==> src/rtl/wm8731_config_seq.sv <==
// Power-up configuration sequencer for the WM8731 codec: walks an 11-entry
// register table and issues one 24-bit write word per entry to the I2C controller.
module wm8731_config_seq #(
  parameter logic [7:0]  DEV_ADDR     = 8'h34,
  parameter int unsigned GAP_CYCLES   = 16,
  parameter int unsigned BUSY_TIMEOUT = 64
) (
  input  logic        clk,
  input  logic        reset,
  input  logic        start,
  input  logic        i2c_idle,
  output logic [23:0] i2c_data,
  output logic        wr_i2c,
  output logic        busy,
  output logic        done,
  output logic        error,
  output logic [3:0]  idx
);

  localparam int unsigned CNT_MAX = (GAP_CYCLES > BUSY_TIMEOUT) ? GAP_CYCLES : BUSY_TIMEOUT;
  localparam int          CNT_W   = $clog2(CNT_MAX + 1);

  localparam logic [CNT_W-1:0] GAP_LAST = CNT_W'(GAP_CYCLES - 1);
  localparam logic [CNT_W-1:0] TIMEOUT  = CNT_W'(BUSY_TIMEOUT);
  localparam logic [3:0]       LAST_IDX = 4'd10;

  typedef enum logic [2:0] {
    S_IDLE,
    S_CHECK,
    S_WAIT_BUSY,
    S_WAIT_IDLE,
    S_GAP,
    S_DONE,
    S_ERROR
  } state_t;

  state_t           state;
  logic [CNT_W-1:0] cnt;

  // Register table as constant logic; it is a ROM and needs no reset.
  function automatic logic [23:0] word_at(input logic [3:0] i);
    logic [6:0] r;
    logic [8:0] v;
    // NOTE: every path assigns r and v first, so the decode cannot hold state.
    r = 7'h00;
    v = 9'h000;
    case (i)
      4'd0:    begin r = 7'h0F; v = 9'h000; end
      4'd1:    begin r = 7'h00; v = 9'h017; end
      4'd2:    begin r = 7'h01; v = 9'h017; end
      4'd3:    begin r = 7'h02; v = 9'h079; end
      4'd4:    begin r = 7'h03; v = 9'h079; end
      4'd5:    begin r = 7'h04; v = 9'h012; end
      4'd6:    begin r = 7'h05; v = 9'h000; end
      4'd7:    begin r = 7'h06; v = 9'h000; end
      4'd8:    begin r = 7'h07; v = 9'h042; end
      4'd9:    begin r = 7'h08; v = 9'h000; end
      4'd10:   begin r = 7'h09; v = 9'h001; end
      default: begin r = 7'h00; v = 9'h000; end
    endcase
    return {DEV_ADDR, r, v};
  endfunction

  always_ff @(posedge clk or negedge reset) begin
    if (!reset) begin
      state    <= S_IDLE;
      cnt      <= '0;
      i2c_data <= '0;
      wr_i2c   <= 1'b0;
      busy     <= 1'b0;
      done     <= 1'b0;
      error    <= 1'b0;
      idx      <= '0;
    end else begin
      // NOTE: non-blocking default makes wr_i2c a one-clock pulse unless re-asserted below.
      wr_i2c <= 1'b0;
      case (state)
        S_IDLE, S_DONE, S_ERROR: begin
          if (start) begin
            idx      <= '0;
            i2c_data <= word_at(4'd0);
            busy     <= 1'b1;
            done     <= 1'b0;
            error    <= 1'b0;
            state    <= S_CHECK;
          end
        end
        S_CHECK: begin
          if (i2c_idle) begin
            wr_i2c <= 1'b1;
            cnt    <= '0;
            state  <= S_WAIT_BUSY;
          end
        end
        S_WAIT_BUSY: begin
          // A controller that never leaves idle has dropped the request.
          if (!i2c_idle) begin
            state <= S_WAIT_IDLE;
          end else if (cnt == TIMEOUT) begin
            busy  <= 1'b0;
            error <= 1'b1;
            state <= S_ERROR;
          end else begin
            cnt <= cnt + 1'b1;
          end
        end
        S_WAIT_IDLE: begin
          if (i2c_idle) begin
            cnt   <= '0;
            state <= S_GAP;
          end
        end
        S_GAP: begin
          if (cnt == GAP_LAST) begin
            if (idx == LAST_IDX) begin
              busy  <= 1'b0;
              done  <= 1'b1;
              state <= S_DONE;
            end else begin
              idx      <= idx + 1'b1;
              i2c_data <= word_at(idx + 1'b1);
              state    <= S_CHECK;
            end
          end else begin
            cnt <= cnt + 1'b1;
          end
        end
        default: state <= S_IDLE;
      endcase
    end
  end

endmodule

==> config.mk <==
export PLATFORM = sky130hd
export DESIGN_NAME = wm8731_config_seq
export DESIGN_NICKNAME = d
export VERILOG_FILES = /design/src/rtl/wm8731_config_seq.sv
export SDC_FILE = /design/constraint.sdc
export NUM_CORES = 1
export LEC_CHECK = 0
export CORE_MARGIN = 5
export CORE_UTILIZATION = 55
export CTS_CLUSTER_SIZE = 20
export DETAILED_ROUTE_END_ITERATION = 12
export PLACE_DENSITY = 0.89
export SKIP_CTS_REPAIR_TIMING = 1
export SYNTH_ARGS = -nofsm -noshare
export SYNTH_HDL_FRONTEND = slang
export SYNTH_SLANG_ARGS = --single-unit
==> constraint.sdc <==
create_clock -name clk -period 4.83 [get_ports clk]
set_clock_uncertainty 0.05 [all_clocks]
set_input_delay 0.966 -clock clk [delete_from_list [all_inputs] [get_ports clk]]
set_output_delay 0.966 -clock clk [all_outputs]
set_load 0.01 [all_outputs]
**After elaboration in Yosys (flattened, before gate mapping)**

Memory sizes are Yosys's and may differ from the RTL's.
Cells that the tools add are included.

- Register bits: 42
- Memory bits (read-only): 176
- Output and inout port bits: 32
- Logic and storage cells: 81
- Memories: 1

Memories:

| name | depth | bits a word | read ports | clocked after Yosys merged registers in | wr ports | RTL line | RTL |
|---|---|---|---|---|---|---|---|
| (name not given) | 16 | 11 | 1 | 0 | 0 | 47 | `case (i)` |

- $add $sub $neg: 2
- Eq/ne operators: 21
- Mux-type cells: 36
- Reductions and logical operators: 13

Operator list:

| cell | count |
|---|---|
| two-way mux 24 bit | 3 |
| case mux 24 bit (2 select lines) | 1 |
| two-way mux 7 bit | 4 |
| two-way mux 3 bit | 7 |
| case mux 7 bit (3 select lines) | 1 |
| inequality test 2 bit (second input constant) | 10 |
| case mux 3 bit (5 select lines) | 1 |
| two-way mux 1 bit | 12 |
| two-way mux 4 bit | 3 |
| AND reduction 4 bit | 3 |
| AND reduction 5 bit | 2 |
| equality test 3 bit (second input constant) | 3 |
| case mux 4 bit (2 select lines) | 1 |
| adder 7 x 1 -> 7 bit (second input constant) | 1 |
| equality test 7 x 4 -> 1 bit (second input constant) | 1 |
| equality test 7 bit (second input constant) | 1 |
| equality test 3 x 2 -> 1 bit (second input constant) | 2 |
| AND reduction 6 bit | 1 |
| nonzero test 3 bit | 2 |
| adder 4 x 1 -> 4 bit (second input constant) | 1 |
| equality test 4 bit (second input constant) | 1 |
| case mux 1 bit (2 select lines) | 2 |
| nonzero test 2 bit | 2 |
| equality test 3 x 1 -> 1 bit (second input constant) | 1 |
| 6 further kinds | 6 |

**Depth between registers and ports, before layout**

An unclocked memory read counts as a cell.

- Depth in word-level cells: 5
- Depth in mapped cells: 8
- Gate-level depth less buffers: 7

**Least setup slack after synthesis**

OpenSTA, ideal clock, no wires.

- Path kind: flip-flop to flip-flop
- Start point: register idx[0]
- End point: register i2c_data[12]
- Setup time: 0.133 ns
- Arrival time: 1.886 ns
- Required time: 4.647 ns
- Setup slack: 2.761 ns
- Cell stages (with the launch flop): 9
- Buffers on the path: 1
- Clock period less this slack: 2.069 ns
- Path through: dfrtp_1 -> ha_1 -> ha_1 -> clkbuf_1 -> inv_1 -> o21ai_0 -> nor2_1 -> a2111oi_2 -> a21oi_1

- Cells in the longest elaborated chain, start to end: 5
- Elaborated cells between the ends (all ways): 8
- Those cells by class: add/sub: 1; eq/ne: 2; mux: 3; reduce/logical: 1; memory: 1

RTL lines:

| element | RTL line | RTL |
|---|---|---|
| from (decl) | 17 | `output logic [3:0] idx` |
| from (signal assigned) | 120 | `idx <= idx + 1'b1;` |
| adder 4 x 1 -> 4 bit | 121 | `i2c_data <= word_at(idx + 1'b1);` |
| memory (16 x 11 bit) | -- |  |
| two-way mux 24 bit | 115 | `if (idx == LAST_IDX) begin` |
| two-way mux 24 bit | 114 | `if (cnt == GAP_LAST) begin` |
| case mux 24 bit (2 select lines) | 77 | `case (state)` |
| to (signal assigned) | 81 | `i2c_data <= word_at(4'd0);` |
| to (signal assigned) | 121 |  |
| to (decl) | 12 | `output logic [23:0] i2c_data,` |

Several ways; a longest one is shown, not always the timed one. The select of a mux whose other input is x is not followed.
A chain may end at the register's enable or synchronous reset.

**Worst setup path in the final report**

- Start point: register idx[0]
- End point: register i2c_data[10]

The elaborated chain is that of the path after synthesis.

==> out/results.txt <==
H-tree depth: 2
Synthesized flop and latch total: 29
Synth Warn #: 0
Die area: 4550 sq um
GRT Resource Usage Total: 0.180
Fillers: 255
Vias in the first global route: 1,306
Static Leakage: 0.878 nW
Largest net degree at the start of global routing: 30
Mapped Avg Cell Area: 9.61 sq um
Post-synth EDFFs: 0
Most frequent cell after synthesis: dfrtp_1
Gpl congestion: 0.860
Hold Vio Cnt, Final: 0
Top-area cell type share of the netlist area: 0.400
Syn-to-layout area delta: 15.0%
Diodes inserted: 0
Register area: 726 sq um
Crit. Startpoint: idx[0]
Post-synth top area cell: dfrtp_1
CP Cell Sequence: inv_1, ha_1, nand2_1, or2_1, a32oi_2, mux2_2
Crit start category: flip-flop
Height of the die: 67.5 microns
First-pass GRT wire length: 6.07 mm
Clock Tree Buf Depth: 2
Count of different cell masters after synthesis: 47
Sequential fraction of the synthesis area: 0.400
Rel. slew slack: 0.296
Setup crit end: i2c_data[10]
Minimum clock period: 2.59 ns
Place WS: 1.96 ns
Pins over their slew limit: 0
CTS Root Cell: clkbuf_4
Synthesized instance count: 189
Die width: 67.5 microns
Setup TNS Final: 0 ns
Drt pass-1 iters: 4
Commonest cells in the netlist: dfrtp_1 (29), nand2_1 (22), buf_4 (16), nor2_1 (12), o21ai_1 (11)
Clk_lat worst skew: 0.34 ns
Worst Tran Pin Value: 1.06 ns
Tcrit/Tclk final: 0.535
Critical Path AT: 2.76 ns
Outcome: complete, no violations
Initial DRC count: 144
Cells on worst reg2reg path: 6
Top post-synthesis cells by area: dfrtp_1 (40%), buf_4 (6.6%), ha_1 (5.5%), nand2_1 (4.5%), o31ai_1 (3.3%)
Multi-input logic area: 946 sq um
Hold Path Class: flip-flop to flip-flop
Vias per cell: 5.66
PwrDens: 389 nW/um^2
Hold depth: 1
Worst r2r src: idx[0]
Avg WL per Cell: 14.2 microns
GRT overflow: 0
I/O Pins: 36
Largest stage delay, worst path: 0.86 ns
Starting Density: 0.585
Post-synth top flop: dfrtp_1
Layout Nets: 222
Peak VDD IR: 0.171 mV
Initial antenna violation count: 0
Setup Viol. Count Final: 0
Layout cells sized above 1: 0.123
Critical Path Fanout Max: 23
Reg2reg end: i2c_data[10]
Max_cap viols: 0
Core Util, Final: 0.673
Req. time, crit path: 5.01 ns
F_max: 0.387 GHz
Residual DRC: 0
Via count: 1,444
DRT Wirelength: 3.61 mm
Asr flop ratio synth: 1.00
Final worst slack: 2.24 ns
CTS Buf Count: 5
Worst reg-to-reg setup slack: 2.24 ns
CTS tree: done
Reg clk slew, reported paths: 0.09 ns
Cell Area, Synth: 1820 sq um
Critical Path End Type: flip-flop
Post-DRT Antenna Nets: 0
Hold slack: 0.435 ns
Crit Path Class: flip-flop to flip-flop
Std-Cell Rows: 20
PortBufs: 25
Slowest CP cell: a32oi_2
Core footprint: 3100 sq um
DP HPWL: 2.58 mm
# clock sinks: 29
RSZ-0062 raised after global routing: false
[critical path, delay by kind of cell (launching register included)]
kind	cells	cell delay, ns
compound gates	1	0.86
flops	1	0.51
mux	1	0.42
simple gates	2	0.33
fa+ha+maj	1	0.18
buf+inv	1	0.13
[worst min path at each step]
stage | from | to | slack [ns]
after floorplan | cnt[0] | cnt[0] | 0.44
after global placement | i2c_data[6] | i2c_data[6] | 0.41
after detailed placement | error | error | 0.42
after CTS | i2c_data[6] | i2c_data[6] | 0.44
after global routing | i2c_data[6] | i2c_data[6] | 0.46
final | i2c_data[6] | i2c_data[6] | 0.43
[through the flow]
stage	cell area (sq um)	std cells	power, W
global route	2090	255	0.000867
detailed placement	2020	247	0.000643
CTS	2090	255	0.000816
global placement	2020	247	0.000633
finish	2090	255	0.000812
floorplan	1850	198	0.000561
[per-layer routing]
metal	wire length (microns)	up-vias	GRT usage
met4	56	0	0.0633
met5	0	-	0
met3	249	6	0.0632
met2	1650	41	0.272
li1	-	688	-
met1	1650	709	0.237
[placed cells by master (no fill, tap or decap), types with 4 or more instances in the layout]
master,count
nor2b_1,4
o21ai_0,7
nor2_1,12
a21oi_1,7
dfrtp_1,29
nand2_1,22
nand3_1,6
o31ai_1,8
clkbuf_4,5
ha_1,8
conb_1,10
inv_1,8
o21ai_1,11
mux2_2,4
clkdlybuf4s50_1,25
[area by class of cell]
class | instances | area share
Multi-Input combinational cell | 139 | 0.453
Tap cell | 44 | 0.0264
Clock buffer | 7 | 0.0312
Timing Repair Buffer | 26 | 0.123
Inverter | 9 | 0.0162
Clock inverter | 1 | 0.00240
Sequential cell | 29 | 0.348
[cells by family (layout without fill, tap and decap cells)]
kind of cell | after synthesis | count (layout) | synth area share
simple gates | 63 | 63 | 0.192
other cells | 1 | 10 | 0.00207
fa+ha+maj | 8 | 8 | 0.0551
compound gates | 49 | 49 | 0.198
xor+xnor | 3 | 3 | 0.0186
flops | 29 | 29 | 0.400
mux | 6 | 6 | 0.0358
buf+inv | 30 | 43 | 0.0979
[report_power, final]
group	leakage (nW)	switching (W)	internal, W	total [W]
Combinational	0.468	0.000172	0.000130	0.000302
Sequential	0.368	0.0000518	0.000285	0.000337
Clock	0.0413	0.0000879	0.0000842	0.000172
[state kept, by name, summed over array words and instances, names as in the netlist]
signal / flops
wr_i2c: 1
idx: 4
done: 1
state: 3
cnt: 7
i2c_data: 11
busy: 1
error: 1
No activity file was read; power rests on OpenSTA's default activity.
